### src/rtl/dict_stream_if.sv
// dict_stream_if: index-input and serial-output ready/valid handshakes
// between the index source, the decompressor and the bit consumer.
interface dict_stream_if #(
    parameter int INDEX_BITS = 4
);
    logic                  idx_valid;
    logic                  idx_ready;
    logic [INDEX_BITS-1:0] idx_data;
    logic                  ser_valid;
    logic                  ser_ready;
    logic                  ser_data;
    logic                  ser_last;

    modport master (
        output idx_valid, idx_data, ser_ready,
        input  idx_ready, ser_valid, ser_data, ser_last
    );

    modport slave (
        input  idx_valid, idx_data, ser_ready,
        output idx_ready, ser_valid, ser_data, ser_last
    );
endinterface

### src/rtl/dict_stream_decompressor.sv
// dict_stream_decompressor: FIFO-buffered codebook expansion to a bit-serial
// stream. Define DICT_DEFAULT_CB_EN to reset the codebook to the default table.
module dict_stream_decompressor #(
    parameter int  CHUNK_SIZE    = 8,
    parameter int  CODEBOOK_SIZE = 16,
    parameter int  FIFO_DEPTH    = 4,
    parameter int  LSB_FIRST     = 0,
    localparam int INDEX_BITS    = $clog2(CODEBOOK_SIZE)
) (
    input  logic                  clk,
    input  logic                  rst,
    input  logic                  cb_we,
    input  logic [INDEX_BITS-1:0] cb_waddr,
    input  logic [CHUNK_SIZE-1:0] cb_wdata,
    dict_stream_if.slave          s,
    output logic                  busy,
    output logic [15:0]           chunk_count
);
    localparam int PW = $clog2(FIFO_DEPTH);
    localparam int BW = $clog2(CHUNK_SIZE);
`ifdef DICT_DEFAULT_CB_EN
    localparam bit DEF_EN = 1'b1;
`else
    localparam bit DEF_EN = 1'b0;
`endif
    localparam logic [127:0] DEF_TABLE =
        128'h0022_99BB_FF88_CC77_0FF0_55AA_33CC_E31C;

    function automatic logic [CHUNK_SIZE-1:0] cb_reset_val(input int i);
        logic [7:0] b;
        b = (DEF_EN && i < 16) ? DEF_TABLE[8*(15 - (i % 16)) +: 8] : 8'h00;
        return CHUNK_SIZE'(b);
    endfunction

    typedef enum logic {IDLE, SHIFT} state_t;

    logic [CHUNK_SIZE-1:0] cb [CODEBOOK_SIZE];
    logic [INDEX_BITS-1:0] fifo [FIFO_DEPTH];
    logic [PW-1:0]         wp, rp;
    logic [PW:0]           count;
    state_t                state;
    logic [CHUNK_SIZE-1:0] sreg, sreg_nx, head_val;
    logic [BW-1:0]         bcnt;
    logic                  push, pop, hs, at_last, fifo_ne, wr_ok;
    logic [INDEX_BITS-1:0] head;

    assign head    = fifo[rp];
    assign fifo_ne = (count != '0);
    assign at_last = (bcnt == BW'(CHUNK_SIZE - 1));
    assign hs      = (state == SHIFT) && s.ser_ready;
    assign push    = s.idx_valid && s.idx_ready;
    assign pop     = fifo_ne && ((state == IDLE) || (hs && at_last));
    assign sreg_nx = (LSB_FIRST != 0) ? (sreg >> 1) : (sreg << 1);

    // Out-of-range indices only exist for non-power-of-2 codebooks.
    if (CODEBOOK_SIZE == (1 << INDEX_BITS)) begin : g_full
        assign head_val = cb[head];
        assign wr_ok    = 1'b1;
    end else begin : g_part
        assign head_val = (int'(head) < CODEBOOK_SIZE) ? cb[head] : '0;
        assign wr_ok    = (int'(cb_waddr) < CODEBOOK_SIZE);
    end

    assign s.idx_ready = (count != (PW+1)'(FIFO_DEPTH));
    assign s.ser_valid = (state == SHIFT);
    assign s.ser_last  = (state == SHIFT) && at_last;
    assign s.ser_data  = (state == SHIFT) &&
        ((LSB_FIRST != 0) ? sreg[0] : sreg[CHUNK_SIZE-1]);
    assign busy        = fifo_ne || (state == SHIFT);

    always_ff @(posedge clk or posedge rst) begin
        if (rst) begin
            for (int i = 0; i < CODEBOOK_SIZE; i++)
                cb[i] <= cb_reset_val(i);
        end else if (cb_we && wr_ok) begin
            cb[cb_waddr] <= cb_wdata;
        end
    end

    always_ff @(posedge clk) begin
        if (push)
            fifo[wp] <= s.idx_data;
    end

    always_ff @(posedge clk or posedge rst) begin
        if (rst) begin
            wp    <= '0;
            rp    <= '0;
            count <= '0;
        end else begin
            if (push)
                wp <= wp + PW'(1);
            if (pop)
                rp <= rp + PW'(1);
            count <= count + (PW+1)'(push) - (PW+1)'(pop);
        end
    end

    always_ff @(posedge clk or posedge rst) begin
        if (rst) begin
            state       <= IDLE;
            sreg        <= '0;
            bcnt        <= '0;
            chunk_count <= '0;
        end else begin
            unique case (state)
                IDLE: begin
                    if (fifo_ne) begin
                        sreg  <= head_val;
                        bcnt  <= '0;
                        state <= SHIFT;
                    end
                end
                SHIFT: begin
                    if (s.ser_ready) begin
                        if (at_last) begin
                            chunk_count <= chunk_count + 16'd1;
                            bcnt        <= '0;
                            if (fifo_ne) begin
                                sreg <= head_val;
                            end else begin
                                sreg  <= '0;
                                state <= IDLE;
                            end
                        end else begin
                            sreg <= sreg_nx;
                            bcnt <= bcnt + BW'(1);
                        end
                    end
                end
                default: state <= IDLE;
            endcase
        end
    end
endmodule

### src/flat_wrapper.sv
// flat-port wrapper written by rule: the top's interface ports become plain ports
module dict_stream_decompressor_flat 
#(
    parameter int  CHUNK_SIZE    = 8,
    parameter int  CODEBOOK_SIZE = 16,
    parameter int  FIFO_DEPTH    = 4,
    parameter int  LSB_FIRST     = 0,
    localparam int INDEX_BITS    = $clog2(CODEBOOK_SIZE)
)
  (clk, rst, cb_we, cb_waddr, cb_wdata, busy, chunk_count, s_idx_valid, s_idx_data, s_ser_ready, s_idx_ready, s_ser_valid, s_ser_data, s_ser_last);
  dict_stream_if #(.INDEX_BITS(4)) s_i ();
  input  logic clk;
  input  logic rst;
  input  logic cb_we;
  input  logic [INDEX_BITS-1:0] cb_waddr;
  input  logic [CHUNK_SIZE-1:0] cb_wdata;
  output logic busy;
  output logic [15:0] chunk_count;
  input wire logic [$bits(s_i.idx_valid)-1:0] s_idx_valid;
  input wire logic [$bits(s_i.idx_data)-1:0] s_idx_data;
  input wire logic [$bits(s_i.ser_ready)-1:0] s_ser_ready;
  output wire logic [$bits(s_i.idx_ready)-1:0] s_idx_ready;
  output wire logic [$bits(s_i.ser_valid)-1:0] s_ser_valid;
  output wire logic [$bits(s_i.ser_data)-1:0] s_ser_data;
  output wire logic [$bits(s_i.ser_last)-1:0] s_ser_last;
  assign s_i.idx_valid = s_idx_valid;
  assign s_i.idx_data = s_idx_data;
  assign s_i.ser_ready = s_ser_ready;
  assign s_idx_ready = s_i.idx_ready;
  assign s_ser_valid = s_i.ser_valid;
  assign s_ser_data = s_i.ser_data;
  assign s_ser_last = s_i.ser_last;
  dict_stream_decompressor #(.CHUNK_SIZE(CHUNK_SIZE), .CODEBOOK_SIZE(CODEBOOK_SIZE), .FIFO_DEPTH(FIFO_DEPTH), .LSB_FIRST(LSB_FIRST)) u_core (.clk(clk), .rst(rst), .cb_we(cb_we), .cb_waddr(cb_waddr), .cb_wdata(cb_wdata), .s(s_i), .busy(busy), .chunk_count(chunk_count));
endmodule
### config.mk
export PLATFORM = sky130hd
export DESIGN_NAME = dict_stream_decompressor_flat
export DESIGN_NICKNAME = d
export VERILOG_FILES = /design/src/rtl/dict_stream_if.sv /design/src/rtl/dict_stream_decompressor.sv /design/src/flat_wrapper.sv
export SDC_FILE = /design/constraint.sdc
export NUM_CORES = 1
export LEC_CHECK = 0
export ABC_CLOCK_PERIOD_IN_PS = 5200
export CORE_ASPECT_RATIO = 0.6
export CORE_MARGIN = 2
export CORE_UTILIZATION = 25
export CTS_BUF_LIST = sky130_fd_sc_hd__clkbuf_2 sky130_fd_sc_hd__clkbuf_4 sky130_fd_sc_hd__clkbuf_8
export CTS_CLUSTER_DIAMETER = 120
export CTS_CLUSTER_SIZE = 14
export DETAILED_ROUTE_END_ITERATION = 7
export GPL_TIMING_DRIVEN = 0
export PLACE_DENSITY = 0.46
export RECOVER_POWER = 25
export REMOVE_ABC_BUFFERS = 1
export SLEW_MARGIN = 20
export SYNTH_ARGS = -nofsm -noshare
export SYNTH_HDL_FRONTEND = slang
export SYNTH_SLANG_ARGS = --single-unit
### constraint.sdc
create_clock -name clk -period 5.2 [get_ports clk]
set_input_delay 0.78 -clock clk [delete_from_list [all_inputs] [get_ports clk]]
set_output_delay 0.78 -clock clk [all_outputs]
set_load 0.03 [all_outputs]
Yosys cells after proc, flatten, opt, wreduce, memory -nomap -nowiden
Memory sizes are Yosys's and may differ from the RTL's.
Index checks and enable logic that the tools add are counted.
{ "word_totals": {"ff_bits": 163, "mem_bits_rw": 16, "output_inout_bits": 21, "n_memories": 1} }
{ "mem_list": {"columns": ["memory", "words", "width", "rd", "rd_ports_with_merged_regs", "wr", "line", "text"], "rows": [
  ["u_core.fifo", 4, 4, 1, 0, 1, "dict_stream_decompressor.sv:38", "logic [INDEX_BITS-1:0] fifo [FIFO_DEPTH];"]
]} }
{ "classes": {"n_addsub": 6, "n_lt_le_gt_ge": 3, "n_eq_ne": 4, "n_mux": 21, "bitwise_logic": 3, "n_reduce_logical": 12} }
{ "op_table": {"columns": ["cell", "count"], "rows": [
  ["bitwise mux 128 bit", 1],
  ["2-to-1 mux 8 bit", 7],
  ["binary-select mux 8 bit (select 4 bit)", 1],
  ["demux 8 bit (select 4 bit)", 1],
  ["adder 16 x 1 -> 16 bit, second input constant", 1],
  ["case mux 8 bit (2 select lines)", 1],
  [">= comparator 5 bit, second input constant", 2],
  ["NOT 4 -> 5 bit", 2],
  ["2-to-1 mux 3 bit", 3],
  ["logical AND 1 bit", 7],
  ["case mux 3 bit (2 select lines)", 1],
  ["< comparator 5 x 1 -> 1 bit, second input constant", 1],
  ["2-to-1 mux 1 bit", 5],
  ["adder 2 x 1 -> 2 bit, second input constant", 2],
  ["adder 3 x 1 -> 3 bit", 1],
  ["adder 3 x 1 -> 3 bit, second input constant", 1],
  ["== test 3 bit, second input constant", 1],
  ["inequality test 3 bit, second input constant", 1],
  ["AND reduction 3 bit", 1],
  ["nonzero test 3 bit", 1],
  ["subtractor 3 x 1 -> 3 bit", 1],
  ["logical OR 1 bit", 2],
  ["inequality test 2 x 1 -> 1 bit, second input constant", 1],
  ["inequality test 2 bit, second input constant", 1],
  ["3 further kinds", 3]
]} }

Logic depth before layout (Yosys ltp)
Gate-level depths: netlist (run 1).
An unclocked memory read counts as a cell.
{ "depth": {"word_depth": 9, "ltp_mapped": 10, "depth_no_buf": 10} }

Least setup slack after synthesis (run 1)
Ideal clock, no wire load.
{ "synth_path": {"path_kind": "input-to-reg", "start": "input port s_ser_ready", "end": "register u_core.count[2]", "t_arrival_ns": 2.147, "required_ns": 5.077, "slack_ns": 2.930, "stages": 8, "path_buffers": 0, "path_cell_list": "nand2_1 -> a21oi_1 -> ha_1 -> inv_1 -> ha_1 -> fa_1 -> xor2_1 -> xnor2_1"} }
{ "synth_between": {"elab_chain_len": 5} }
{ "synth_lines": {"columns": ["item", "line", "text"], "rows": [
  ["from (decl)", "flat_wrapper.sv:21", "input wire logic [$bits(s_i.ser_ready)-1:0] s_ser_ready;"],
  ["logical AND 1 bit", "dict_stream_decompressor.sv:50", "assign hs = (state == SHIFT) && s.ser_ready;"],
  ["logical AND 1 bit", "dict_stream_decompressor.sv:52", "assign pop = fifo_ne && ((state == IDLE) || (hs && at_last));"],
  ["logical OR 1 bit", "dict_stream_decompressor.sv:52", null],
  ["logical AND 1 bit", "dict_stream_decompressor.sv:52", null],
  ["named net u_core.pop", "dict_stream_decompressor.sv:44", "logic push, pop, hs, at_last, fifo_ne, wr_ok;"],
  ["subtractor 3 x 1 -> 3 bit", "dict_stream_decompressor.sv:95", "count <= count + (PW+1)'(push) - (PW+1)'(pop);"],
  ["to (signal assigned)", "dict_stream_decompressor.sv:95", null],
  ["to (decl)", "dict_stream_decompressor.sv:40", "logic [PW:0] count;"]
]} }
The timed path passes the listed nets, and every way through them passes these cells.
A chain may end at the register's enable or synchronous reset.

Worst setup path in the final report (run 1)
{ "layout_path": {"start": "register u_core.state, in the netlist u_core.s.ser_valid", "end": "output port busy"} }
{ "layout_between": {"elab_chain_len": 1} }
{ "layout_lines": {"columns": ["item", "line", "text"], "rows": [
  ["from (decl)", "dict_stream_decompressor.sv:41", "state_t state;"],
  ["from (signal assigned)", "dict_stream_decompressor.sv:101", "state <= IDLE;"],
  ["from (signal assigned)", "dict_stream_decompressor.sv:111", "state <= SHIFT;"],
  ["from (signal assigned)", "dict_stream_decompressor.sv:123", "state <= IDLE;"],
  ["logical OR 1 bit", "dict_stream_decompressor.sv:69", "assign busy = fifo_ne || (state == SHIFT);"],
  ["to (decl)", "flat_wrapper.sv:17", "output logic busy;"]
]} }
No other way between the ends.

==> results of run 1 <==
[sequential cells by signal (all words and copies together), names as in the netlist]
signal / count
u_core.rp: 2
u_core.chunk_count: 16
u_core.cb: 128
u_core.fifo: 16
u_core.sreg: 8
u_core.s.ser_valid: 1
u_core.count: 3
u_core.wp: 2
u_core.bcnt: 3
[critical path, cell delays in order, from the launching register on]
cell and delay [ps]:
dfrtp_1 490, or4_1 630, clkdlybuf4s50_1 640
[layer usage]
layer  vias up  routed length [µm]
li1       2320                   -
met1      2646               10900
met2        77                8660
met3         6                 896
met4         0                  80
met5         -                   0
[cells in the mapped netlist (4+ instances only)]
library cell	count
nand3b_1	5
mux2i_1	78
nor2_1	26
o2111ai_1	7
nor3_1	4
a211o_1	6
nand3_1	12
buf_2	9
inv_1	8
nand2b_1	4
buf_6	5
clkbuf_1	20
ha_1	9
and3_1	7
edfxtp_1	16
a211oi_1	6
a31oi_1	7
xor2_1	6
and2_1	11
dfrtp_1	163
nor2b_1	4
a221oi_1	6
mux2_2	132
nand2_1	31
mux4_2	4
xnor2_1	14
[logic make-up after synthesis]
| group | count (synthesis) | synth area share, % |
|---|---|---|
| multiplexers | 215 | 28.3 |
| flip-flops | 179 | 54.5 |
| AND/OR/NAND/NOR | 116 | 6.87 |
| AO/OA/AOI/OAI | 45 | 4.05 |
| buffers and inverters | 45 | 2.65 |
| XOR/XNOR | 20 | 2.09 |
| adder cells (fa/ha/maj) | 10 | 1.58 |
[layout by cell type, fill, tap and decap left out, types with 9 or more instances in the layout]
cell type and count:
and2_1 11, clkbuf_8 19, clkdlybuf4s50_1 35, dfrtp_1 163, edfxtp_1 16, ha_1 9
mux2_2 132, mux2i_1 78, nand2_1 31, nand3_1 12, nor2_1 23, xnor2_1 14
[how the worst max path moves through the flow]
stage / start / depth (start not counted) / to
2_1_floorplan: rst / 1 / u_core.bcnt[0]
3_3_place_gp: rst / 2 / u_core.chunk_count[11]
3_5_place_dp: s_ser_ready / 9 / u_core.count[2]
4_1_cts: u_core.s.ser_valid / 2 / busy
5_1_grt: u_core.s.ser_valid / 2 / busy
6_report: u_core.s.ser_valid / 2 / busy
[layout make-up]
class / count / area share [%]
sequential: 179 / 47.3
clock inverter: 12 / 1.57
inverter: 8 / 0.389
clock buffer: 20 / 2.79
tap: 450 / 5.84
timing repair buffer: 43 / 4.82
multi-input combinational: 406 / 37.3
[stage by stage]
step | cell area (µm²) | std cells
after floorplan | 8180 | 593
after global placement | 9150 | 1084
after detailed placement | 9220 | 1086
after CTS | 9640 | 1118
after global routing | 9650 | 1118
final | 9650 | 1118
[power by group through the flow]
stage	combinational (W)	sequential, W	clock, W
6_report	0.00158	0.00195	0.00102
5_1_grt	0.00173	0.00200	0.00113
3_5_place_dp	0.00160	0.00199	0
2_1_floorplan	0.00112	0.00194	0
3_3_place_gp	0.00155	0.00196	0
4_1_cts	0.00160	0.00196	0.00106
==> results by group, run 1 <==
Clock network
  • Num CTS Buffers: 17
  • CTS Root Cell: clkbuf_8
  • Clock latency on the worst-skew pair: 480 ps
  • Buffer count from post-CTS setup fixing: 0
  • CTS tree: built
  • CTS hold repair buffers: 0
  • Max Root-Sink Buffers: 2
  • H-tree Lvls: 4
  • Resized Gates After CTS: 0
  • Clock sinks: 179
  • Clock transition at path regs: 90 ps

Critical path
  • RR Startpoint: u_core.rp[0]
  • Crit path DAT: 2240 ps
  • Startpoint types: register
  • FF-to-FF setup slack: 2230 ps
  • Required time of the critical path: 4420 ps
  • Crit-path max FO: 12
  • R2R depth: 6
  • Worst R2R End: u_core.sreg[7]
  • Crit. End Element: output port
  • CP Class: register to output port

Synthesis
  • Synthesized instance count: 630
  • Mapped Avg Cell Area: 13.3 µm²
  • Yosys warning count: 0
  • Synth top area share: 48.7%
  • Ranking of synthesized cells by area: dfrtp_1 49%, mux2_2 18%, mux2i_1 9.3%
  • Ys flop type: dfrtp_1
  • EDFF count, synth: 16
  • Seq/Total Area, Yosys: 54.5%
  • #FFs+latches synth: 179
  • Mapped Area: 0.00837 mm²
  • Post-synth cell types: 44
  • Top cell type by total area after synthesis: dfrtp_1
  • Async S/R FF share, synth: 91.1%

Power
  • Sequential share of power: 42.9%
  • Leakage power: 4.05 nW
  • Gate power share: 34.7%
  • NetSw: 0.00158 W
  • Power Total: 0.00455 W
  • Pwr per Cell Area: 472 mW/mm²
  • Sw Share: 34.8%
  • Pint: 0.00297 W
  • Clock share of power: 22.4%
  • Worst vdd ir: 0.196 mV

STA
  • Final setup vio count: 0
  • Worst Slack Setup Final: 2180 ps
  • Clk_skew: 11.3 ps
  • Hold_ws: 477 ps
  • Slew Limit Fails: 0
  • Fin crit share: 58.1%
  • Post-layout minimum cycle time: 3020 ps
  • RSZ-0062 raised after global routing: no
  • Fin. Hold Viols: 0
  • Setup TNS Final: 0 ps
  • Achievable Freq: 0.331 GHz
  • Tightest Pin Transition: 1150 ps
  • Max transition margin: 22.9%

Place
  • Setup WS pre-CTS: 1970 ps
  • Final Wtd Congestion: 0.775
  • Detailed placement HPWL: 14200 µm
  • I/O Buffers: 41

Floorplan
  • Chip height: 146 µm
  • I/O Pins: 42
  • Core Region: 0.0327 mm²
  • Die Wd: 240 µm
  • Starting density of the core: 25.6%
  • Die Area: 0.0350 mm²
  • Site Rows: 51

Outcome
  • Status: complete, no violations

Global routing
  • Initial antenna violation count: 0
  • GRT overflow: 0
  • Global routing usage on met3: 4.21%
  • M2 GR Usage: 16.9%
  • First-pass GRT wire length: 32100 µm
  • Largest net degree at the start of global routing: 85
  • GRT busiest layer: met1
  • Number of global-route vias before repair: 5329
  • Met1 Track Usage GR: 18.7%
  • GRT Total Usage: 12.4%

Min path
  • Worst hold path endpoint: u_core.chunk_count[15]
  • Worst hold stages: 1
  • Hold path startpoint: u_core.chunk_count[15]
  • Hold WC Path Type: register to register

Routing
  • Violation count after the first detailed-route iteration: 312
  • First-pass iteration count of the detailed router: 4
  • Vias per inst: 4.52
  • Drt drc: 0
  • Via count: 5049
  • Routed WL: 20600 µm
  • Wire per inst: 18.4 µm
  • Post-DRT Antenna Nets: 0

Final layout
  • Storage cell area: 0.00456 mm²
  • # fillers: 3315
  • Area of the multi-input gates: 0.00360 mm²
  • Final antenna diode count: 0
  • Area Overhead vs Synth: 15.2%
  • Ratio of cells with drive above 1 in the final layout: 26.0%
  • Core Util, Final: 29.5%
  • Net count, final: 686

Flow run
  • Max-Cap Viols: 0
Power figures use the tool's default switching activity.
==> run 2, diff against run 1 <==
- ABC_CLOCK_PERIOD_IN_PS: 5200 -> 2840
- PLACE_DENSITY: 0.46 -> 0.45
- clock period: 5.2 -> 2.84 ns (I/O delays scaled with it)
==> run 2 against run 1 <==
Compared with the run above:
- the flow now finishes with violations (capacitance limit, slew limit)
- flip-flop and latch count did not move
- combinational power grew 85%
- critical path type unchanged
- non-clock buffer count grew 2
- clock skew is 4.6 ps higher
==> results by group, run 2 (synthesized netlist as in run 1, its figures left out) <==
STA
  • Final setup vio count: 0
  • Clk_skew: 15.9 ps
  • Achievable Freq: 0.370 GHz
  • Hold_ws: 481 ps
  • RSZ-0062 raised after global routing: no
  • Setup TNS Final: 0 ps
  • Slew Limit Fails: 72
  • Worst Slack Setup Final: 136 ps
  • Fin crit share: 95.2%
  • Post-layout minimum cycle time: 2700 ps
  • Tightest Pin Transition: 1580 ps
  • Max transition margin: -5.58%
  • Fin. Hold Viols: 0

Floorplan
  • Die Area: 0.0350 mm²
  • I/O Pins: 42
  • Die Wd: 240 µm
  • Starting density of the core: 25.6%
  • Chip height: 146 µm
  • Site Rows: 51
  • Core Region: 0.0327 mm²

Clock network
  • Num CTS Buffers: 17
  • Clock latency on the worst-skew pair: 480 ps
  • Clock sinks: 179
  • H-tree Lvls: 4
  • CTS tree: built
  • CTS Root Cell: clkbuf_8
  • Max Root-Sink Buffers: 2
  • Clock transition at path regs: 110 ps

Critical path
  • R2R depth: 6
  • CP Cell Sequence: or4_1, clkdlybuf4s50_1
  • Slowest cell on the critical path: or4_1
  • Crit. End Element: output port
  • Crit path DAT: 2280 ps
  • Crit-path max FO: 12
  • CP Class: register to output port
  • Critical Path Max Stage Delay: 640 ps
  • Required time of the critical path: 2410 ps
  • Startpoint types: register

Global routing
  • GRT overflow: 0
  • Largest net degree at the start of global routing: 94
  • GRT Total Usage: 12.4%
  • Initial antenna violation count: 0
  • Global routing usage on met3: 4.12%
  • Met1 Track Usage GR: 18.8%
  • Number of global-route vias before repair: 5368
  • M2 GR Usage: 17.4%
  • First-pass GRT wire length: 32500 µm
  • GRT busiest layer: met1

Routing
  • Post-DRT Antenna Nets: 0
  • Wire per inst: 18.4 µm
  • Routed WL: 20600 µm
  • Drt drc: 0
  • First-pass iteration count of the detailed router: 4
  • Vias per inst: 4.52
  • Via count: 5067
  • Violation count after the first detailed-route iteration: 361

Min path
  • Worst hold stages: 1
  • Hold WC Path Type: register to register

Power
  • Leakage power: 4.03 nW
  • Worst vdd ir: 0.371 mV
  • Pint: 0.00534 W
  • NetSw: 0.00297 W
  • Sw Share: 35.8%
  • Gate power share: 35.1%
  • Sequential share of power: 43.1%
  • Pwr per Cell Area: 863 mW/mm²
  • Clock share of power: 21.9%

Place
  • Final Wtd Congestion: 0.765
  • I/O Buffers: 41
  • Setup WS pre-CTS: -76.4 ps
  • DP Area: 0.00921 mm²
  • Detailed placement HPWL: 14400 µm

Final layout
  • Final antenna diode count: 0
  • Area Overhead vs Synth: 15.1%
  • Commonest non-fill, non-tap cell in the layout: dfrtp_1
  • Net count, final: 688
  • # fillers: 3367
  • Ratio of cells with drive above 1 in the final layout: 26.1%
  • Max reg flops: 128
  • Top flop regs: u_core.cb x128, u_core.chunk_count x16, u_core.fifo x16
  • Area of the multi-input gates: 0.00360 mm²
  • Largest Register: u_core.cb
  • Storage cell area: 0.00456 mm²
  • Finished layout cell area: 0.00964 mm²
  • Most frequent cells in the layout: 163 x dfrtp_1, 132 x mux2_2, 78 x mux2i_1

Outcome
  • Failing checks: capacitance limit, slew limit
  • Status: finished, violations left

Flow run
  • Max-Cap Viols: 1
==> run 2: cell count changes in the layout (fill, tap and decap cells not counted), moves of 2 or more <==
cell | previous run | this run
clkinvlp_4 | 0 | 4
nor2_1 | 23 | 26
nor2_2 | 3 | 0
buf_12 | 0 | 2
buf_16 | 2 | 0
clkbuf_8 | 19 | 17
clkinv_2 | 4 | 2
==> run 2: routing by layer <==
metal	up-vias	wire length (µm)
li1	2324	-
met1	2656	10800
met2	81	8460
met3	6	1200
met4	0	103
met5	-	0
==> run 2: area by class of cell <==
cell class                      instances  area share, %
Sequential cell                       179           47.3
Multi-Input combinational cell        406           37.4
Clock inverter                         15           1.82
Clock buffer                           17           2.43
Timing Repair Buffer                   45           4.87
Inverter                                8          0.351
Tap cell                              450           5.84
==> run 2: worst paths after layout <==
path | start | endpoint | slack, ps
setup / recovery | u_core.s.ser_valid | busy | 140
max in group asynchronous | rst | u_core.cb[4] | 490
min in group asynchronous | rst | u_core.chunk_count[8] | 820
setup reg to reg | u_core.rp[0] | u_core.sreg[2] | 160
hold / removal | u_core.chunk_count[15] | u_core.chunk_count[15] | 480
hold reg to reg | u_core.chunk_count[15] | u_core.chunk_count[15] | 480
==> run 2: power groups by stage <==
stage / clock, W / combinational, W / sequential (W)
after floorplan: 0 / 0.00205 / 0.00355
after global placement: 0 / 0.00283 / 0.00359
after detailed placement: 0 / 0.00289 / 0.00364
after CTS: 0.00190 / 0.00296 / 0.00358
after global routing: 0.00201 / 0.00319 / 0.00367
final: 0.00182 / 0.00292 / 0.00358
==> run 2: per-stage QoR <==
stage	utilization, %	total power [W]	instances
finish	29.5	0.00832	1120
global route	29.5	0.00888	1120
global placement	28.0	0.00642	1084
CTS	29.5	0.00844	1120
floorplan	-	0.00559	593
detailed placement	28.2	0.00653	1086
==> run 2: what timing repair did <==
| action | in CTS | in global routing |
|---|---|---|
| buffers inserted | 2 | 0 |
| hold buffers | 0 | 0 |
| cloned | 0 | 0 |
| setup endpoints to repair | 2 | 1 |
| resized for setup | 1 | 1 |
==> run 2: worst max-delay path, delay by kind of cell, from the launching register on <==
kind                   cells  cell delay (ps)
AND/OR/NAND/NOR            1              640
buffers and inverters      1              640
flip-flops                 1              510
==> run 3, diff against run 2 <==
- MAX_ROUTING_LAYER: not set -> met4
==> run 3 against run 2 <==
Compared with the run above:
- the run still ends with capacitance limit, slew limit left
- highest routed layer unchanged
- die area unchanged
- critical endpoint unchanged
- largest cell class unchanged
- worst hold slack about the same
- utilization unchanged
- total power down 0.13%
- sequential power about the same
- clock skew down 1.3 ps
- worst setup slack better by 2.4 ps
- maximum frequency about the same
==> results by group, run 3 (synthesized netlist as in run 1, its figures left out) <==
Floorplan
  • Die Wd: 240 µm
  • Core Region: 0.0327 mm²
  • Chip height: 146 µm
  • Die Area: 0.0350 mm²
  • I/O Pins: 42
  • Site Rows: 51
  • Starting density of the core: 25.6%

Final layout
  • Largest Register: u_core.cb
  • Max reg flops: 128
  • Final antenna diode count: 0
  • Ratio of cells with drive above 1 in the final layout: 26.1%
  • Top flop regs: u_core.cb x128, u_core.chunk_count x16, u_core.fifo x16
  • Commonest non-fill, non-tap cell in the layout: dfrtp_1
  • Most frequent cells in the layout: 163 x dfrtp_1, 132 x mux2_2, 78 x mux2i_1
  • # fillers: 3367
  • Area of the multi-input gates: 0.00360 mm²
  • Storage cell area: 0.00456 mm²
  • Final cell count without fillers: 1120
  • Net count, final: 688
  • Area Overhead vs Synth: 15.1%

STA
  • RSZ-0062 raised after global routing: no
  • Achievable Freq: 0.370 GHz
  • Fin crit share: 95.1%
  • Tightest Pin Transition: 1580 ps
  • Final setup vio count: 0
  • Setup TNS Final: 0 ps
  • Slew Limit Fails: 72
  • Clk_skew: 14.6 ps
  • Post-layout minimum cycle time: 2700 ps
  • Hold_ws: 481 ps
  • Worst Slack Setup Final: 139 ps
  • Fin. Hold Viols: 0
  • Max transition margin: -5.47%

Place
  • Placed cells: 1086
  • Final Wtd Congestion: 0.776
  • Setup WS pre-CTS: -76.4 ps
  • I/O Buffers: 41
  • Detailed placement HPWL: 14400 µm

Critical path
  • Crit. End Element: output port
  • Critical Path Max Stage Delay: 640 ps
  • Slowest cell on the critical path: or4_1
  • CP Class: register to output port
  • Crit path DAT: 2280 ps
  • Crit-path max FO: 12
  • Startpoint types: register
  • CP Cell Sequence: or4_1, clkdlybuf4s50_1
  • Crit path max-delay family: simple AND/OR/NAND/NOR gates
  • Required time of the critical path: 2410 ps
  • CP bufs+invs: 1

Flow run
  • Max-Cap Viols: 1

Routing
  • Via count: 5059
  • Drt drc: 0
  • Wire per inst: 18.3 µm
  • Post-DRT Antenna Nets: 0
  • Routed WL: 20500 µm
  • Violation count after the first detailed-route iteration: 346
  • Vias per inst: 4.52
  • First-pass iteration count of the detailed router: 5

Clock network
  • CTS tree: built
  • CTS Root Cell: clkbuf_8
  • CTS hold repair buffers: 0
  • Clock sinks: 179
  • H-tree Lvls: 4
  • Max Root-Sink Buffers: 2
  • Num CTS Buffers: 17
  • Clock latency on the worst-skew pair: 480 ps
  • Clock transition at path regs: 110 ps

Power
  • Power Total: 0.00831 W
  • Worst vdd ir: 0.369 mV
  • Pwr per Cell Area: 862 mW/mm²
  • Leakage power: 4.03 nW

Global routing
  • Initial antenna violation count: 0
  • GRT Total Usage: 12.8%
  • Number of global-route vias before repair: 5377
  • First-pass GRT wire length: 32500 µm
  • GRT overflow: 0
  • Largest net degree at the start of global routing: 94

Outcome
  • Status: finished, violations left
  • Failing checks: capacitance limit, slew limit

Min path
  • Hold WC Path Type: register to register
[run 3: cell counts in the layout (fill, tap and decap cells not counted)]
Identical to the previous run, type by type.
[run 3: report_power, final]
part | switching, W | internal, W | leakage [nW] | total (W)
Sequential | 0.000390 | 0.00319 | 2.15 | 0.00358
Combinational | 0.00156 | 0.00135 | 1.68 | 0.00291
Clock | 0.00101 | 0.000806 | 0.200 | 0.00182
[run 3: through the flow]
stage / util (%) / cell area [µm²]
CTS: 29.5 / 9650
detailed placement: 28.2 / 9210
floorplan: - / 8180
global placement: 28.0 / 9150
global route: 29.5 / 9640
finish: 29.5 / 9640
[run 3: layer usage]
layer	up-vias	track usage, %	share of wire [%]
li1	2327	-	-
met1	2625	18.8	52
met2	101	17.3	41
met3	6	4.12	6.3
met4	0	1.86	0.49
met5	-	-	0
[run 3: timing repair]
item | in CTS | in global routing
setup endpoints to repair | 2 | 1
resized for setup | 1 | 1
setup buffers | 2 | 0
[run 3: final timing paths]
check                                        from                endpoint  slack (ps)  cells past startpoint
hold reg to reg            u_core.chunk_count[15]  u_core.chunk_count[15]         480                      1
hold / removal             u_core.chunk_count[15]  u_core.chunk_count[15]         480                      1
min in group asynchronous                     rst   u_core.chunk_count[8]         820                      2
max in group asynchronous                     rst            u_core.cb[4]         490                      3
setup reg to reg                     u_core.rp[0]          u_core.sreg[2]         210                      6
setup / recovery               u_core.s.ser_valid                    busy         140                      2
[run 3: final cells by class]
type                    count  area share [%]
clock buffers              17            2.43
clock inverters            15            1.82
inverters                   8           0.351
multi-input cells         406            37.4
flip-flops and latches    179            47.3
well taps                 450            5.84
repair buffers             45            4.87
